`config.mk`:
```
export PLATFORM = sky130hd
export DESIGN_NAME = mem_access_controller
export DESIGN_NICKNAME = d
export VERILOG_FILES = /design/src/rtl/mem_access_controller.sv
export SDC_FILE = /design/constraint.sdc
export NUM_CORES = 1
export LEC_CHECK = 0
export ABC_AREA = 1
export ABC_CLOCK_PERIOD_IN_PS = 1800
export CAP_MARGIN = 20
export CORE_ASPECT_RATIO = 0.7
export CORE_MARGIN = 10
export CORE_UTILIZATION = 39
export DETAILED_ROUTE_END_ITERATION = 7
export PLACE_DENSITY = 0.75
export SYNTH_ARGS = -nofsm -noshare
export SYNTH_HDL_FRONTEND = slang
export SYNTH_SLANG_ARGS = --single-unit
```
`constraint.sdc`:
```
create_clock -name clk -period 1.8 [get_ports clk]
set_input_delay 0.27 -clock clk [delete_from_list [all_inputs] [get_ports clk]]
set_output_delay 0.27 -clock clk [all_outputs]
set_load 0.01 [all_outputs]
```
`src/rtl/mem_access_controller.sv`:
```
// mem_access_controller: single-outstanding load/store bus master for the MEMPREP stage.
// Optional bus timeout abort is enabled by defining MEMCTRL_TIMEOUT_EN.
module mem_access_controller #(
  parameter int TIMEOUT_CYCLES = 255
) (
  input  logic        clk,
  input  logic        rst,
  input  logic        invalid_MEMPREP,
  input  logic        mem_read_MEMPREP,
  input  logic        mem_write_MEMPREP,
  input  logic [1:0]  size_MEMPREP,
  input  logic        load_unsigned_MEMPREP,
  input  logic [31:0] addr_MEMPREP,
  input  logic [31:0] wdata_MEMPREP,
  input  logic        mem_ack,
  input  logic [31:0] mem_rdata,
  output logic        mem_req,
  output logic        mem_we,
  output logic [31:0] mem_addr,
  output logic [31:0] mem_wdata,
  output logic [3:0]  mem_be,
  output logic        stall,
  output logic [31:0] load_data,
  output logic        load_valid,
  output logic        misalign_fault,
  output logic        access_fault,
  output logic        timeout_fault
);
  typedef enum logic {IDLE, BUSY} state_t;
  state_t state, state_next;
  logic one_op, any_op, aligned, start, done, timeout_hit;
  logic [1:0] size_q, off_q;
  logic uns_q;
  logic [3:0] be_next;
  logic [31:0] wdata_next, lane, ext;

  assign one_op  = mem_read_MEMPREP ^ mem_write_MEMPREP;
  assign any_op  = mem_read_MEMPREP | mem_write_MEMPREP;
  assign aligned = size_MEMPREP == 2'b10 ? addr_MEMPREP[1:0] == 2'b00 :
                   size_MEMPREP == 2'b01 ? !addr_MEMPREP[0] : 1'b1;
  assign start   = state == IDLE && !invalid_MEMPREP && one_op && size_MEMPREP != 2'b11 && aligned;
  assign done    = state == BUSY && (mem_ack || timeout_hit);

  always_ff @(posedge clk)
    if (rst) state <= IDLE;
    else state <= state_next;

  always_comb begin
    state_next = state;
    if (start) state_next = BUSY;
    else if (done) state_next = IDLE;
  end

  always_comb begin
    stall      = start || (state == BUSY && !mem_ack && !timeout_hit);
    be_next    = size_MEMPREP == 2'b00 ? 4'b0001 << addr_MEMPREP[1:0] :
                 size_MEMPREP == 2'b01 ? (addr_MEMPREP[1] ? 4'b1100 : 4'b0011) : 4'b1111;
    wdata_next = size_MEMPREP == 2'b00 ? {4{wdata_MEMPREP[7:0]}} :
                 size_MEMPREP == 2'b01 ? {2{wdata_MEMPREP[15:0]}} : wdata_MEMPREP;
    lane       = mem_rdata >> {off_q, 3'b000};
    ext        = size_q == 2'b00 ? {{24{!uns_q & lane[7]}}, lane[7:0]} :
                 size_q == 2'b01 ? {{16{!uns_q & lane[15]}}, lane[15:0]} : lane;
  end

  always_ff @(posedge clk) begin
    if (rst) begin
      mem_req        <= 1'b0;
      mem_we         <= 1'b0;
      mem_addr       <= '0;
      mem_wdata      <= '0;
      mem_be         <= '0;
      load_data      <= '0;
      load_valid     <= 1'b0;
      misalign_fault <= 1'b0;
      access_fault   <= 1'b0;
      size_q         <= '0;
      off_q          <= '0;
      uns_q          <= 1'b0;
    end else begin
      misalign_fault <= state == IDLE && !invalid_MEMPREP && one_op && size_MEMPREP != 2'b11 && !aligned;
      access_fault   <= state == IDLE && !invalid_MEMPREP &&
                        ((mem_read_MEMPREP && mem_write_MEMPREP) || (any_op && size_MEMPREP == 2'b11));
      load_valid     <= 1'b0;
      if (start) begin
        mem_req   <= 1'b1;
        mem_we    <= mem_write_MEMPREP;
        mem_addr  <= {addr_MEMPREP[31:2], 2'b00};
        mem_be    <= be_next;
        mem_wdata <= wdata_next;
        size_q    <= size_MEMPREP;
        off_q     <= addr_MEMPREP[1:0];
        uns_q     <= load_unsigned_MEMPREP;
      end else if (done) begin
        mem_req <= 1'b0;
        if (mem_ack && !mem_we) begin
          load_data  <= ext;
          load_valid <= 1'b1;
        end
      end
    end
  end

`ifdef MEMCTRL_TIMEOUT_EN
  logic [15:0] cnt;
  assign timeout_hit = state == BUSY && !mem_ack && cnt == 16'(TIMEOUT_CYCLES - 1);
  always_ff @(posedge clk)
    if (rst) begin
      cnt           <= '0;
      timeout_fault <= 1'b0;
    end else begin
      timeout_fault <= timeout_hit;
      if (start) cnt <= '0;
      else if (state == BUSY && !mem_ack) cnt <= cnt + 16'd1;
    end
`else
  logic unused_timeout;
  assign unused_timeout = |TIMEOUT_CYCLES;
  assign timeout_hit    = 1'b0;
  assign timeout_fault  = 1'b0;
`endif
endmodule

```
==> run summary <==
The run finished with clean final reports. The tool flagged a number of max-cap violations equal to 0. The routed via count came out at 5,258. The library cell used most frequently in the layout, excluding fill and tap cells, is sky130_fd_sc_hd__clkdlybuf4s50_1. Routability-driven placement finished with a final weighted congestion of between 0.9 and 1.

The share of total power dissipated in combinational logic is a little over a fifth. The internal power of the cells totals between 4 and 5 mW. The half-perimeter wire length of the detailed placement result is roughly 13 mm. The net switching power came out at 1.65 mW. Across every metal layer, demand over resource in global routing totals 18.6%. The final cycle utilization of the critical path came out at 97.1%. The detailed-routing iteration count for the pre-antenna-repair pass is 5. The critical-path maximum fanout came out at 2. The first global-routing pass estimated 26.9 mm of wire. The count of routing violations after the opening detailed-route iteration is 355. The worst hold path belongs to the class in -> reg. The share of Yosys cell area claimed by the top area cell type is between 40% and 50%. For the pin with the worst max-slew slack, the measured transition is 0.839 ns. The slowest stage of the critical path belongs to the cell sky130_fd_sc_hd__clkdlybuf4s50_1. The gate count after technology mapping came out at 731. The layout filler cell count is 1,198.

The die area is about 18,000 um^2. Clock skew on the completed layout was measured at 0.0112 ns. In this run, the clock network consumes 37.1% of the power. The count of final setup violators came out at 0. TritonCTS built the clock tree. The remaining antenna violation count after routing came out at 0. The CTS clock-pin slew for the worst setup and hold paths came out at 0.07 ns. The maximum level of the CTS H-tree came out at 3. Routed signal wires occupy layers up through met4.

The synthesized design contains 0 enable-type register cells. The critical path in this run is classified as in -> out. The initial antenna violation count is 0. The required time at the endpoint of the critical path is 1.53 ns. The worst reg2reg path depth came out at 6. The post-route minimum period is 1.75 ns. The core area is 12,500 um^2. The via density per instance is approximately 4.8. The kind of end point of the critical path is an output port. The detailed-routed wire length on met3 is 1.43 mm. The critical path goes through clkdlybuf4s50_1, inv_1, ha_1, nand2_2, nor2_4, nand2_4, nand2_1, buf_6. Leaving out fill and tap cells, the most frequent cells in the layout are sky130_fd_sc_hd__clkdlybuf4s50_1 (205), sky130_fd_sc_hd__nor2_1 (164), sky130_fd_sc_hd__nand2_1 (161).

After synthesis, the netlist uses 29 different library cells. The total count of max-transition violations in the final report is 0. In the detailed route, the total length drawn on met2 is 7.45 mm. The maximum frequency from static timing analysis came out at 0.572 GHz. The highest ir drop seen on vdd came out at 0.000592 V.

The global route total overflow came out at 0. In this run the power density over the cells is 820 nW/um^2. Entering global routing, the biggest net connects 56 pins. The signed area change from the synthesized netlist to the final layout is 54.2%. The DRC violation count after routing is 0. The pre-CTS worst setup slack came out at -0.474 ns.

The arrival time of data at the critical path endpoint is 1.48 ns. Setup repair after global routing could not meet its margin everywhere. The root buffer cell chosen for the clock tree is sky130_fd_sc_hd__clkbuf_16. The part of the Yosys area used for sequential elements came out at 43.4%. The insertion delay to the later sink of the worst-skew pair is 0.34 ns.

The hold violation total from the final report came out at 0. The total of warnings raised by yosys is 0. In this run the worst setup path begins at mem_write_MEMPREP. The average wire length per cell after detail routing came out at 15.8 um. The number of clock sinks is 108.

The met1 wire length is 8.42 mm. The die is 115 um tall. The number of placement rows came out at 34. The startpoint identified for the worst register-to-register timing path is size_q[1]$_SDFFE_PP0P_.

The synthesized flop and latch total came out at roughly 110. In this run the deepest clock path goes through 2 buffers. The share of flip-flops with an asynchronous set or reset after synthesis came out at 0%. The post-route non-filler standard cell count is 1,105. The final wirelength came out at roughly 17 mm. The final layout contains 1,045 nets. The worst register-to-register path has a setup slack of 0.22 ns.

The chip width came out at 155 um. Cells with a size suffix above 1 make up 7.42% of the layout. The number of buffers created by CTS is 9. The endpoint identified for the worst register-to-register timing path is load_data[31]$_SDFFE_PP0P_. The critical path ends at stall.

The count of boundary I/O pins is between 200 and 250. The static power due to leakage came out at around 3.3 nW. The post-synthesis cell area came out at 4980 um^2. The number of diodes came out at 0. Net switching is between 20% and 30% of the power.

The count of input and output buffers is 208. The worst relative slew slack came out at about 44%. The top flip-flop cell by instance count after synthesis is sky130_fd_sc_hd__dfxtp_1. The worst path setup slack after routing is 0.0524 ns.

The biggest area contributor in the post-synthesis netlist is sky130_fd_sc_hd__dfxtp_1. Sorting the synthesized cells by area gives the leading types as sky130_fd_sc_hd__dfxtp_1 (43%), sky130_fd_sc_hd__nor2_1 (12%), sky130_fd_sc_hd__nand2_1 (12%). The total design power came out at 6.29 mW. The initial core utilization came out at 40.0%. The maximum cell stage delay along the critical path is 0.47 ns. The kind of launch point of the worst setup path is a primary input.

The mean area per synthesized cell came out at 6.81 um^2. Counting tap cells, the placed design contains a total of 1,088 instances. The power share of the sequential group came out at 41.5%. The via count of the first global-routing pass is 4,797.
-- per-stage QoR --
step                setup TNS [ns]  area [um^2]  hold WS, ns  util, %
global route              -0.00426         7680        0.494     61.6
finish                           0         7680        0.456     61.6
floorplan                        0         4990        0.415        -
detailed placement          -21.09         7280        0.457     58.4
CTS                              0         7640        0.467     61.3
global placement            -17.73         7280        0.455     58.4
-- routing by layer --
metal	vias to the layer above	global-route usage (%)
met4	0	3.20
met1	2314	26.6
met5	-	0
li1	2740	-
met2	192	27.1
met3	12	5.63
-- synthesized netlist by cell type, types with 4 or more instances --
cell type	n
sky130_fd_sc_hd__clkbuf_1	24
sky130_fd_sc_hd__buf_2	9
sky130_fd_sc_hd__inv_1	32
sky130_fd_sc_hd__a21oi_1	19
sky130_fd_sc_hd__nor2_1	165
sky130_fd_sc_hd__o21a_1	13
sky130_fd_sc_hd__inv_2	4
sky130_fd_sc_hd__buf_6	10
sky130_fd_sc_hd__o21ai_0	89
sky130_fd_sc_hd__nand3_1	39
sky130_fd_sc_hd__buf_4	4
sky130_fd_sc_hd__o211ai_1	7
sky130_fd_sc_hd__nand2_1	163
sky130_fd_sc_hd__o21ai_1	24
sky130_fd_sc_hd__dfxtp_1	108
-- registers in the layout, summed over array words and instances, names as in the netlist --
| register | cells |
|---|---|
| load_data | 32 |
| mem_req | 1 |
| mem_we | 1 |
| off_q | 2 |
| mem_be | 4 |
| size_q | 2 |
| misalign_fault | 1 |
| mem_addr | 30 |
| uns_q | 1 |
| mem_wdata | 32 |
| load_valid | 1 |
| access_fault | 1 |
-- layout make-up --
class / instances / area (um^2) / share of cell area, %
flip-flops and latches: 108 / 2160 / 28.2
clock inverters: 6 / 118 / 1.53
clock buffers: 10 / 239 / 3.11
well taps: 162 / 203 / 2.64
repair buffers: 245 / 2430 / 31.6
multi-input cells: 536 / 2380 / 31.0
inverters: 38 / 145 / 1.89
-- logic make-up (layout without fill, tap and decap cells) --
| kind of cell | count (synthesis) | after routing | synth area share (%) |
|---|---|---|---|
| AND/OR/NAND/NOR | 378 | 378 | 30.4 |
| flip-flops | 108 | 108 | 43.4 |
| adder cells (fa/ha/maj) | 2 | 2 | 0.502 |
| AO/OA/AOI/OAI | 153 | 153 | 16.5 |
| other | 1 | 3 | 0.0753 |
| buffers and inverters | 89 | 299 | 9.20 |
-- worst min-delay path by stage --
stage	startpoint	end	cells past startpoint
3_5_place_dp	size_q[1]$_SDFFE_PP0P_	size_q[1]$_SDFFE_PP0P_	2
3_3_place_gp	size_q[1]$_SDFFE_PP0P_	size_q[1]$_SDFFE_PP0P_	2
6_report	size_MEMPREP[1]	access_fault$_SDFF_PP0_	5
2_1_floorplan	addr_MEMPREP[2]	mem_addr[2]$_SDFFE_PP0P_	2
5_1_grt	size_q[1]$_SDFFE_PP0P_	size_q[1]$_SDFFE_PP0P_	2
4_1_cts	size_q[1]$_SDFFE_PP0P_	size_q[1]$_SDFFE_PP0P_	2
-- power groups by stage --
stage / logic [mW] / registers, mW / clock network, mW
after detailed placement: 1.33 / 2.67 / 0
after floorplan: 0.570 / 2.72 / 0
after global placement: 1.32 / 2.66 / 0
final: 1.35 / 2.61 / 2.34
after CTS: 1.34 / 2.61 / 2.40
after global routing: 1.49 / 2.63 / 2.49
-- worst max-delay path, delay by kind of cell --
family | cells | cell delay [ns]
buf+inv | 3 | 0.62
fa+ha+maj | 1 | 0.28
simple gates | 4 | 0.31
-- repair_timing --
action | 4_1_cts | 5_1_grt
gates resized for setup | 7 | 5
hold buffers | 0 | 0
pin swaps | 1 | 0
endpoints found under the hold margin | 0 | 0
gates cloned | 0 | 1
setup endpoints to repair | 1 | 23
setup buffers | 0 | 0
Note: power is estimated with default switching activity, not from simulation.
